[config.mk]
export PLATFORM = sky130hd
export DESIGN_NAME = rpc2_ctrl_status_irq_flat
export DESIGN_NICKNAME = d
export VERILOG_FILES = /design/src/rtl/rpc2_ctrl_status_irq_pkg.sv /design/src/rtl/rpc2_ctrl_status_irq_if.sv /design/src/rtl/rpc2_ctrl_status_irq_edge_det.sv /design/src/rtl/rpc2_ctrl_status_irq.sv /design/src/flat_wrapper.sv
export SDC_FILE = /design/constraint.sdc
export NUM_CORES = 1
export LEC_CHECK = 0
export BUFFER_PORTS_ARGS = -buffer_cell sky130_fd_sc_hd__clkbuf_2
export CAP_MARGIN = 40
export CORE_UTILIZATION = 48
export DETAILED_ROUTE_END_ITERATION = 10
export PLACE_DENSITY = 0.84
export SETUP_SLACK_MARGIN = 0.15
export SYNTH_ARGS = -nofsm -noshare
export SYNTH_HDL_FRONTEND = slang
export SYNTH_SLANG_ARGS = --single-unit
export TNS_END_PERCENT = 1
[constraint.sdc]
create_clock -name i_clk -period 2.5 [get_ports i_clk]
set_input_delay 0.125 -clock i_clk [delete_from_list [all_inputs] [get_ports i_clk]]
set_output_delay 0.125 -clock i_clk [all_outputs]
set_load 0.01 [all_outputs]
[src/rtl/rpc2_ctrl_status_irq_pkg.sv]
// Shared constants for the register-domain status/interrupt block:
// register offsets, ISR bit layout and default widths.
package rpc2_ctrl_status_pkg;

    localparam int DATA_W_DEF = 32;
    localparam int ADDR_W     = 4;
    localparam int CNT_W_DEF  = 8;
    localparam int ISR_W      = 9;

    localparam logic [ADDR_W-1:0] STATUS_OFF = 4'h0;
    localparam logic [ADDR_W-1:0] ISR_OFF    = 4'h1;
    localparam logic [ADDR_W-1:0] IMR_OFF    = 4'h2;
    localparam logic [ADDR_W-1:0] ERRCNT_OFF = 4'h3;

    localparam int B_RD_DONE  = 0;
    localparam int B_WR_DONE  = 1;
    localparam int B_RD_STALL = 2;
    localparam int B_RD_RSTO  = 3;
    localparam int B_RD_SLV   = 4;
    localparam int B_RD_DEC   = 5;
    localparam int B_WR_RSTO  = 6;
    localparam int B_WR_SLV   = 7;
    localparam int B_WR_DEC   = 8;

endpackage

[src/rtl/rpc2_ctrl_status_irq_if.sv]
// Single-cycle register access port between the AXI register slave
// (master side) and the status/interrupt block (slave side).
interface rpc2_ctrl_status_irq_if
    import rpc2_ctrl_status_pkg::*;
#(
    parameter int DATA_W = DATA_W_DEF
);
    logic              reg_wr;
    logic              reg_rd;
    logic [ADDR_W-1:0] reg_addr;
    logic [DATA_W-1:0] reg_wdata;
    logic [DATA_W-1:0] reg_rdata;
    logic              reg_rvalid;

    modport master (
        output reg_wr, reg_rd, reg_addr, reg_wdata,
        input  reg_rdata, reg_rvalid
    );

    modport slave (
        input  reg_wr, reg_rd, reg_addr, reg_wdata,
        output reg_rdata, reg_rvalid
    );
endinterface

[src/rtl/rpc2_ctrl_status_irq_edge_det.sv]
// Vector edge detector: rise/fall against a previous-value register
// that resets to 0, so a level already high at release reads as a rise.
module rpc2_ctrl_edge_det #(
    parameter int W = 1
) (
    input  logic         i_clk,
    input  logic         i_rst_n,
    input  logic [W-1:0] i_in,
    output logic [W-1:0] o_rise,
    output logic [W-1:0] o_fall
);
    logic [W-1:0] r_prev;

    always_ff @(posedge i_clk) begin
        if (!i_rst_n) begin
            r_prev <= '0;
        end else begin
            r_prev <= i_in;
        end
    end

    assign o_rise = i_in & ~r_prev;
    assign o_fall = ~i_in & r_prev;
endmodule

[src/rtl/rpc2_ctrl_status_irq.sv]
// Sticky W1C interrupt status, mask, registered irq and live activity reg.
// Optional error counters at offset 0x3 under RPC2_STATUS_ERRCNT_EN.
module rpc2_ctrl_status_irq
    import rpc2_ctrl_status_pkg::*;
#(
    parameter int DATA_W = DATA_W_DEF,
    parameter int CNT_W  = CNT_W_DEF
) (
    input  logic i_clk,
    input  logic i_rst_n,
    input  logic i_mem_rd_active,
    input  logic i_mem_wr_active,
    input  logic i_mem_rd_stall_status,
    input  logic i_mem_rd_rsto_status,
    input  logic i_mem_rd_slv_status,
    input  logic i_mem_rd_dec_status,
    input  logic i_mem_wr_rsto_status,
    input  logic i_mem_wr_slv_status,
    input  logic i_mem_wr_dec_status,
    rpc2_ctrl_status_irq_if.slave bus,
    output logic o_irq
);
    logic [ISR_W-1:0]  w_lvl;
    logic [ISR_W-1:0]  w_rise;
    logic [ISR_W-1:0]  w_fall;
    logic [ISR_W-1:0]  w_evt;
    logic [ISR_W-1:0]  w_w1c;
    logic [ISR_W-1:0]  w_isr_nxt;
    logic [ISR_W-1:0]  r_isr;
    logic [ISR_W-1:0]  r_imr;
    logic              r_irq;
    logic [DATA_W-1:0] r_rdata;
    logic              r_rvalid;
    logic [DATA_W-1:0] w_rd_mux;
    logic [DATA_W-1:0] w_errcnt;
    logic              w_wr_isr;
    logic              w_wr_imr;
    logic              w_unused;

    // Input vector ordered to match the ISR bit layout.
    assign w_lvl = {
        i_mem_wr_dec_status,
        i_mem_wr_slv_status,
        i_mem_wr_rsto_status,
        i_mem_rd_dec_status,
        i_mem_rd_slv_status,
        i_mem_rd_rsto_status,
        i_mem_rd_stall_status,
        i_mem_wr_active,
        i_mem_rd_active
    };

    rpc2_ctrl_edge_det #(
        .W (ISR_W)
    ) u_edge (
        .i_clk   (i_clk),
        .i_rst_n (i_rst_n),
        .i_in    (w_lvl),
        .o_rise  (w_rise),
        .o_fall  (w_fall)
    );

    assign w_evt = {
        w_rise[ISR_W-1:B_RD_STALL],
        w_fall[B_WR_DONE:B_RD_DONE]
    };

    assign w_wr_isr = bus.reg_wr && (bus.reg_addr == ISR_OFF);
    assign w_wr_imr = bus.reg_wr && (bus.reg_addr == IMR_OFF);
    assign w_w1c    = w_wr_isr ? bus.reg_wdata[ISR_W-1:0] : '0;

    // New events are OR'ed after the clear, so a coincident set wins.
    assign w_isr_nxt = (r_isr & ~w_w1c) | w_evt;

`ifdef RPC2_STATUS_ERRCNT_EN
    logic [CNT_W-1:0] r_rd_cnt;
    logic [CNT_W-1:0] r_wr_cnt;
    logic [CNT_W-1:0] w_rd_base;
    logic [CNT_W-1:0] w_wr_base;
    logic [CNT_W:0]   w_rd_sum;
    logic [CNT_W:0]   w_wr_sum;
    logic [2:0]       w_rd_inc;
    logic [1:0]       w_wr_inc;
    logic             w_wr_cnt;

    assign w_wr_cnt = bus.reg_wr && (bus.reg_addr == ERRCNT_OFF);
    assign w_rd_inc = 3'($countones(w_rise[B_RD_DEC:B_RD_STALL]));
    assign w_wr_inc = 2'($countones(w_rise[B_WR_DEC:B_WR_RSTO]));

    // A clear replaces the base, so the result equals this cycle's edges.
    assign w_rd_base = w_wr_cnt ? '0 : r_rd_cnt;
    assign w_wr_base = w_wr_cnt ? '0 : r_wr_cnt;
    assign w_rd_sum  = {1'b0, w_rd_base} + (CNT_W+1)'(w_rd_inc);
    assign w_wr_sum  = {1'b0, w_wr_base} + (CNT_W+1)'(w_wr_inc);

    always_ff @(posedge i_clk) begin
        if (!i_rst_n) begin
            r_rd_cnt <= '0;
            r_wr_cnt <= '0;
        end else begin
            r_rd_cnt <= w_rd_sum[CNT_W] ? '1 : w_rd_sum[CNT_W-1:0];
            r_wr_cnt <= w_wr_sum[CNT_W] ? '1 : w_wr_sum[CNT_W-1:0];
        end
    end

    assign w_errcnt = DATA_W'({r_wr_cnt, r_rd_cnt});
`else
    assign w_errcnt = '0;
`endif

    always_comb begin
        w_rd_mux = '0;
        case (bus.reg_addr)
            STATUS_OFF: w_rd_mux[1:0] = {i_mem_wr_active, i_mem_rd_active};
            ISR_OFF:    w_rd_mux[ISR_W-1:0] = r_isr;
            IMR_OFF:    w_rd_mux[ISR_W-1:0] = r_imr;
            ERRCNT_OFF: w_rd_mux = w_errcnt;
            default:    w_rd_mux = '0;
        endcase
    end

    always_ff @(posedge i_clk) begin
        if (!i_rst_n) begin
            r_isr    <= '0;
            r_imr    <= '0;
            r_irq    <= 1'b0;
            r_rdata  <= '0;
            r_rvalid <= 1'b0;
        end else begin
            r_isr    <= w_isr_nxt;
            if (w_wr_imr) begin
                r_imr <= bus.reg_wdata[ISR_W-1:0];
            end
            r_irq    <= |(r_isr & r_imr);
            r_rvalid <= bus.reg_rd;
            r_rdata  <= bus.reg_rd ? w_rd_mux : '0;
        end
    end

    assign bus.reg_rdata  = r_rdata;
    assign bus.reg_rvalid = r_rvalid;
    assign o_irq          = r_irq;

    assign w_unused = ^{
        bus.reg_wdata[DATA_W-1:ISR_W],
        w_rise[B_WR_DONE:B_RD_DONE],
        w_fall[ISR_W-1:B_RD_STALL]
    };
endmodule
[src/flat_wrapper.sv]
// flat-port wrapper written by rule: the top's interface ports become plain ports
module rpc2_ctrl_status_irq_flat import rpc2_ctrl_status_pkg::*;
#(
    parameter int DATA_W = DATA_W_DEF,
    parameter int CNT_W  = CNT_W_DEF
)
  (i_clk, i_rst_n, i_mem_rd_active, i_mem_wr_active, i_mem_rd_stall_status, i_mem_rd_rsto_status, i_mem_rd_slv_status, i_mem_rd_dec_status, i_mem_wr_rsto_status, i_mem_wr_slv_status, i_mem_wr_dec_status, o_irq, bus_reg_wr, bus_reg_rd, bus_reg_addr, bus_reg_wdata, bus_reg_rdata, bus_reg_rvalid);
  rpc2_ctrl_status_irq_if #(.DATA_W(DATA_W)) bus_i ();
  input  logic i_clk;
  input  logic i_rst_n;
  input  logic i_mem_rd_active;
  input  logic i_mem_wr_active;
  input  logic i_mem_rd_stall_status;
  input  logic i_mem_rd_rsto_status;
  input  logic i_mem_rd_slv_status;
  input  logic i_mem_rd_dec_status;
  input  logic i_mem_wr_rsto_status;
  input  logic i_mem_wr_slv_status;
  input  logic i_mem_wr_dec_status;
  output logic o_irq;
  input wire logic [$bits(bus_i.reg_wr)-1:0] bus_reg_wr;
  input wire logic [$bits(bus_i.reg_rd)-1:0] bus_reg_rd;
  input wire logic [$bits(bus_i.reg_addr)-1:0] bus_reg_addr;
  input wire logic [$bits(bus_i.reg_wdata)-1:0] bus_reg_wdata;
  output wire logic [$bits(bus_i.reg_rdata)-1:0] bus_reg_rdata;
  output wire logic [$bits(bus_i.reg_rvalid)-1:0] bus_reg_rvalid;
  assign bus_i.reg_wr = bus_reg_wr;
  assign bus_i.reg_rd = bus_reg_rd;
  assign bus_i.reg_addr = bus_reg_addr;
  assign bus_i.reg_wdata = bus_reg_wdata;
  assign bus_reg_rdata = bus_i.reg_rdata;
  assign bus_reg_rvalid = bus_i.reg_rvalid;
  rpc2_ctrl_status_irq #(.DATA_W(DATA_W), .CNT_W(CNT_W)) u_core (.i_clk(i_clk), .i_rst_n(i_rst_n), .i_mem_rd_active(i_mem_rd_active), .i_mem_wr_active(i_mem_wr_active), .i_mem_rd_stall_status(i_mem_rd_stall_status), .i_mem_rd_rsto_status(i_mem_rd_rsto_status), .i_mem_rd_slv_status(i_mem_rd_slv_status), .i_mem_rd_dec_status(i_mem_rd_dec_status), .i_mem_wr_rsto_status(i_mem_wr_rsto_status), .i_mem_wr_slv_status(i_mem_wr_slv_status), .i_mem_wr_dec_status(i_mem_wr_dec_status), .bus(bus_i), .o_irq(o_irq));
endmodule
==> metrics.md, run 1 <==
| Metric | Value |
|---|---|
| Die ar. | 0.00360 mm^2 |
| Leak | ~0.00075 uW |
| DRT iter0 DRCs | 83 |
| Reg area | 761 um^2 |
| Flops & latches, synth | 38 |
| Max clock buf depth | 2 |
| Worst-Skew Late Latency | between 0.3 and 0.4 ns |
| Min Tclk post-route | ~1.1 ns |
| Most frequent cells in the layout | dfxtp_1 (38), clkbuf_2 (36), conb_1 (23), nand3_1 (16) |
| Final non-filler cell total | 250 |
| FILL cells | ~320 |
| Starting Density | roughly half |
| Combinational power share | approximately a tenth |
| Crit path launch type | primary input |
| # IOs | between 80 and 90 |
| PortBufs | 36 |
| Unrepaired setup endpoints after global routing | false |
| First-pass GRT wire length | between 4000 and 5000 um |
| Worst-path clk slew | between 0.1 and 0.15 ns |
| Cts bufs inserted | 5 |
| Cell Chain, Critical Path | clkbuf_2 > nor3b_4 > nand3_1 > a32o_1 |
| Number of buffers and inverters on the critical path | 1 |
| Synth warn | 0 |
| Switch Pwr | between 200 and 300 uW |
| HPWL Detailed | approximately 2100 um |
| Resize count post-CTS | 0 |
| Final number of max-transition violations | 0 |
| Clock sink total | 38 |
| Max Freq | ~930 MHz |
| Root buffer cell | clkbuf_4 |
| Nets | roughly 250 |
| Worst vdd ir | 0.293 mV |
| Cell-internal power | ~810 uW |
| DR vias/cell | 5.05 |
| Post-Syn Area | 0.00161 mm^2 |
| Sequential area share after synthesis | about 47% |
| Sw Ratio | about a quarter |
| Post-layout instance area | 0.00179 mm^2 |
| Core area | around 0.0031 mm^2 |
| Routed WL | 2830 um |
| Synth Area per Inst | 9.55 um^2 |
| Pin count of the biggest net entering global routing | 19 |
| Final-report hold violation count | 0 |
| Post-synth ARST share | 0% |
| Commonest non-fill, non-tap cell in the layout | dfxtp_1 |
| Ant diodes | 0 |
| Family with the most delay on the worst path | simple AND/OR/NAND/NOR gates |
| Routed vias | 1,263 |
| First-pass iteration count of the detailed router | 4 |
| Slew Limit Headroom | between 50 and 60% |
| Antenna violations before repair | 0 |
| Crit Path Class | primary input to flip-flop |
| Skew final | between 0.01 and 0.015 ns |
| Status | complete, no violations |
| Synth Flop Type | dfxtp_1 |
| Worst path max stage delay | between 0.5 and 0.6 ns |
| Post-CTS Setup Inserts | 0 |
| Post-CTS Hold Buffers | 1 |
| Drt wl/cell | roughly 11 um |
| Worst-Margin Slew | approximately 0.73 ns |
| Fin crit share | a little over two fifths |
| CTS tree | done |
| # rows | 20 |
| Power density cells | ~600 mW/mm^2 |
| CP max-delay cell | nor3b_4 |
| Gr usage total | between 10% and 20% |
| Number of global-route vias before repair | around 1,100 |
| Critical Path Sink Type | flip-flop |
| Die width | 60.0 um |
| Area of the multi-input gates | 689 um^2 |
| H-Tree Depth | 2 |
| CP Max Fanout | 16 |
| P&R area growth vs syn | 10.9% |
| DP Cell Count | approximately 240 |
| CP arrival | about 1.3 ns |
| HP Class | primary input to flip-flop |
| DRC viols | 0 |
| Required @ worst endpoint | 2.73 ns |
| Count of different cell masters after synthesis | 29 |
| Number of routed nets with antenna violations | 0 |
| GRT overflow | 0 |
| Placer Congestion | slightly above 0.8 |
| Max-cap violations | 0 |
| Post-synth EDFFs | 0 |
| Final setup fails | 0 |
| Die H | approximately 60 um |
| Clock Power Share | 30.1% |
| Area after DPL | about 0.0017 mm^2 |
| Layout cell share with drive strength beyond 1 | between 20% and 30% |
| Total negative setup slack | 0 ns |
| Post-Syn Instances | 169 |
| Flop pwr share | approximately 60% |
-- final cells by class --
type,instances,share of cell area [%]
flip-flops and latches,38,42.5
clock buffers,7,3.08
repair buffers,37,10.6
well taps,44,3.08
multi-input cells,114,38.5
clock inverters,1,0.280
inverters,9,1.89
-- final timing paths --
check	start	endpoint	slack, ns	depth (start not counted)
hold / removal	i_mem_rd_slv_status	u_core.u_edge.r_prev[4]$_SDFF_PN0_	0.008	2
setup reg to reg	u_core.r_isr[7]$_SDFF_PN0_	u_core.o_irq$_SDFF_PN0_	1.44	3
setup / recovery	bus_reg_addr[3]	u_core.r_isr[2]$_SDFF_PN0_	1.42	4
hold reg to reg	u_core.u_edge.r_prev[1]$_SDFF_PN0_	u_core.r_isr[1]$_SDFF_PN0_	0.46	2
-- power groups by stage --
| stage | combinational (uW) | clock (uW) | sequential [uW] |
|---|---|---|---|
| global placement | 108 | 0 | 657 |
| floorplan | 98.5 | 0 | 655 |
| finish | 111 | 325 | 644 |
| CTS | 112 | 334 | 644 |
| detailed placement | 110 | 0 | 658 |
| global route | 125 | 364 | 647 |
-- cell usage after synthesis, types with 3 or more instances --
cell type   n  area [um^2]
dfxtp_1    38          761
buf_4      23          173
nand3_1    16         80.1
a21oi_1    11         55.1
o21ai_1    11         55.1
and2_1      9         56.3
inv_1       9         33.8
a22oi_1     8         60.1
a32o_1      7         70.1
nor2_1      7         26.3
buf_2       5         25.0
nand2b_1    3         18.8
-- per-stage QoR --
step / total power, uW / worst slack, ns / util [%] / hold WS (ns)
after floorplan: 753 / 1.47 / - / 0.203
after global placement: 765 / 1.07 / 55.0 / 0.356
after detailed placement: 768 / 1.05 / 55.0 / 0.360
after CTS: 1090 / 1.41 / 57.2 / 0.00319
after global routing: 1140 / 1.27 / 57.2 / 0.00657
final: 1080 / 1.42 / 57.2 / 0.00815
-- cell families (layout without fill, tap and decap cells) --
group,after synthesis,after routing,share of synthesized area [%]
AO/OA/AOI/OAI,43,43,18.1
buffers and inverters,39,54,15.3
flip-flops,38,38,47.1
multiplexers,2,2,1.24
other,1,23,0.232
AND/OR/NAND/NOR,46,46,18.1
-- worst register-to-register path: cells and delay by family (launching register included) --
family | cells | cell delay (ns)
AO/OA/AOI/OAI | 3 | 0.59
flip-flops | 1 | 0.35
-- state kept, by name (all words and copies together), names as in the netlist --
signal,cells
u_core.bus.reg_rvalid,1
u_core.bus.reg_rdata,9
u_core.r_imr,9
u_core.o_irq,1
u_core.r_isr,9
u_core.u_edge.r_prev,9
-- per-layer routing --
layer | share of wire [%] | vias to the layer above | wire (um) | GRT usage [%]
met2 | 45 | 65 | 1270 | 28.1
met1 | 44 | 562 | 1240 | 23.5
li1 | - | 631 | - | -
met5 | 0 | - | 0 | 0
met3 | 9.7 | 5 | 276 | 2.81
met4 | 1.6 | 0 | 46 | 9.97
No activity file was read; power rests on OpenSTA's default activity.
==> run 2, diff against run 1 <==
CORE_UTILIZATION = 44   (was 48)
PLACE_DENSITY = 0.78   (was 0.84)
clock period = 1.1 ns   (was 2.5 ns; I/O delays follow)
==> run 2 against run 1 <==
Via count increased by 5.4%. Register-to-register slack got worse by 1.3 ns. Cell area grew 17%. Highest routed layer unchanged.
==> metrics.md, run 2 (synthesis results as in run 1) <==
| Metric | Value |
|---|---|
| Routed vias | approximately 1,300 |
| Switch Pwr | around 650 uW |
| WHS Endpoint | u_core.bus.reg_rdata[0]$_SDFF_PN0_ |
| Total negative setup slack | 0 ns |
| Die ar. | between 0.003 and 0.004 mm^2 |
| Ant diodes | 0 |
| Max clock buf depth | 2 |
| CP max-delay cell | dfxtp_2 |
| Worst-Skew Late Latency | 0.35 ns |
| Drt wl/cell | between 10 and 15 um |
| Crit path launch type | flip-flop |
| CTS tree | done |
| Required @ worst endpoint | between 1 and 1.5 ns |
| FILL cells | approximately 300 |
| Routed WL | ~3300 um |
| Antenna violations before repair | 0 |
| P&R area growth vs syn | 29.3% |
| Cell-internal power | between 2000 and 2500 uW |
| Combinational power share | 12.1% |
| Cts bufs inserted | 5 |
| # IOs | between 80 and 90 |
| Leak | 0.000887 uW |
| Placer Congestion | between 0.8 and 0.9 |
| GRT overflow | 0 |
| Max-cap violations | 0 |
| HP Start | bus_reg_addr[2] |
| DRC viols | 0 |
| Final setup fails | 0 |
| First-pass GRT wire length | ~5500 um |
| Min Tclk post-route | roughly 1 ns |
| Number of routed nets with antenna violations | 0 |
| HP Class | primary input to flip-flop |
| Gr usage total | a little under a fifth |
| Fin crit share | between 90% and 100% |
| Pin count of the biggest net entering global routing | 19 |
| CP Max Fanout | 2 |
| Die width | 62.6 um |
| # rows | 21 |
| Layout cell share with drive strength beyond 1 | around a quarter |
| Clock Power Share | about a third |
| Worst vdd ir | approximately 0.56 mV |
| Worst reg2reg endpoint | u_core.o_irq$_SDFF_PN0_ |
| Crit Path Class | flip-flop to flip-flop |
| R2r setup slk | 0.1 ns |
| CP arrival | roughly 1.2 ns |
| Starting Density | 47.3% |
| Sw Ratio | between 20% and 30% |
| Flop pwr share | 52.8% |
| Area of the multi-input gates | between 600 and 700 um^2 |
| Max Freq | approximately 1000 MHz |
| Reg area | approximately 760 um^2 |
| Die H | between 60 and 70 um |
| Number of global-route vias before repair | roughly 1,200 |
| Power density cells | 1330 mW/mm^2 |
| Core area | 0.00342 mm^2 |
| Status | complete, no violations |
| Final number of max-transition violations | 0 |
| DRT iter0 DRCs | 57 |
| First-pass iteration count of the detailed router | 4 |
| Clock sink total | 38 |
| Worst path max stage delay | about 0.34 ns |
| Skew final | approximately 0.0090 ns |
| HPWL Detailed | 2200 um |
| Power Total | approximately 2800 uW |
| Root buffer cell | clkbuf_4 |
| Unrepaired setup endpoints after global routing | true |
| Nets | ~280 |
| Register-to-Register Path Depth | 3 |
| Cell count of the worst hold path | 3 |
| Most frequent cells in the layout | clkbuf_2 (36), dfxtp_1 (36), conb_1 (23), dlygate4sd3_1 (18), nand3_1 (16) |
| Final-report hold violation count | 0 |
| H-Tree Depth | 2 |
| DR vias/cell | approximately 4.8 |
| Critical Path Sink Type | flip-flop |
| Worst-path clk slew | about 0.11 ns |
| Critical R2R Launch | u_core.r_imr[7]$_SDFFE_PN0P_ |
| PortBufs | 36 |
| Cell Chain, Critical Path | a22o_1 > a221oi_2 > a31oi_1 |
[run 2: layout make-up]
cell class / instances / area share (%)
flip-flops and latches: 38 / 36.6
multi-input cells: 114 / 33.3
repair buffers: 65 / 21.8
well taps: 46 / 2.76
clock buffers: 6 / 2.46
inverters: 9 / 1.62
clock inverters: 1 / 1.44
[run 2: critical path: cells and delay by family, from the launching register on]
| kind | cells | cell delay [ns] |
|---|---|---|
| DFF | 1 | 0.34 |
| AOI/OAI and AO/OA | 3 | 0.54 |
[run 2: timing repair]
action	CTS	global route
pin swaps	2	0
buffers inserted	1	0
resized for setup	3	0
endpoints found under the setup margin	1	2
hold buffers	18	0
endpoints found under the hold margin	20	0
[run 2: worst max path at each step]
| stage | depth (start not counted) | start | to | slack, ns |
|---|---|---|---|---|
| after CTS | 3 | u_core.r_imr[7]$_SDFFE_PN0P_ | u_core.o_irq$_SDFF_PN0_ | 0.1 |
| after global routing | 3 | u_core.r_imr[7]$_SDFFE_PN0P_ | u_core.o_irq$_SDFF_PN0_ | 0.06 |
| after detailed placement | 5 | bus_reg_addr[3] | u_core.r_isr[1]$_SDFF_PN0_ | 0.02 |
| final | 3 | u_core.r_imr[7]$_SDFFE_PN0P_ | u_core.o_irq$_SDFF_PN0_ | 0.1 |
| after floorplan | 3 | u_core.r_isr[7]$_SDFF_PN0_ | u_core.o_irq$_SDFF_PN0_ | 0.17 |
| after global placement | 5 | bus_reg_addr[3] | u_core.r_isr[1]$_SDFF_PN0_ | 0.04 |
[run 2: per-stage QoR]
step                      cell area (um^2)  hold WS, ns  worst slack [ns]  utilization, %  instances
after floorplan                       1700        0.133             0.166               -        191
after global placement                1810        0.288            0.0364            53.0        253
after detailed placement              1810        0.291            0.0204            53.0        253
after CTS                             2090       0.0723            0.0998            61.1        279
after global routing                  2090       0.0897            0.0607            61.1        279
final                                 2090       0.0784            0.0978            61.1        279
[run 2: routing by layer]
| metal | track usage (%) | part of all wire (%) |
|---|---|---|
| met1 | 21.0 | 43 |
| met2 | 28.7 | 49 |
| met3 | 6.02 | 5.7 |
| met4 | 11.9 | 2.3 |
| met5 | 0 | 0 |
[run 2: power groups by stage]
stage	sequential (uW)	combinational (uW)	clock (uW)
finish	1460	336	974
floorplan	1490	225	0
CTS	1460	334	989
global placement	1490	277	0
detailed placement	1490	282	0
global route	1470	367	1060
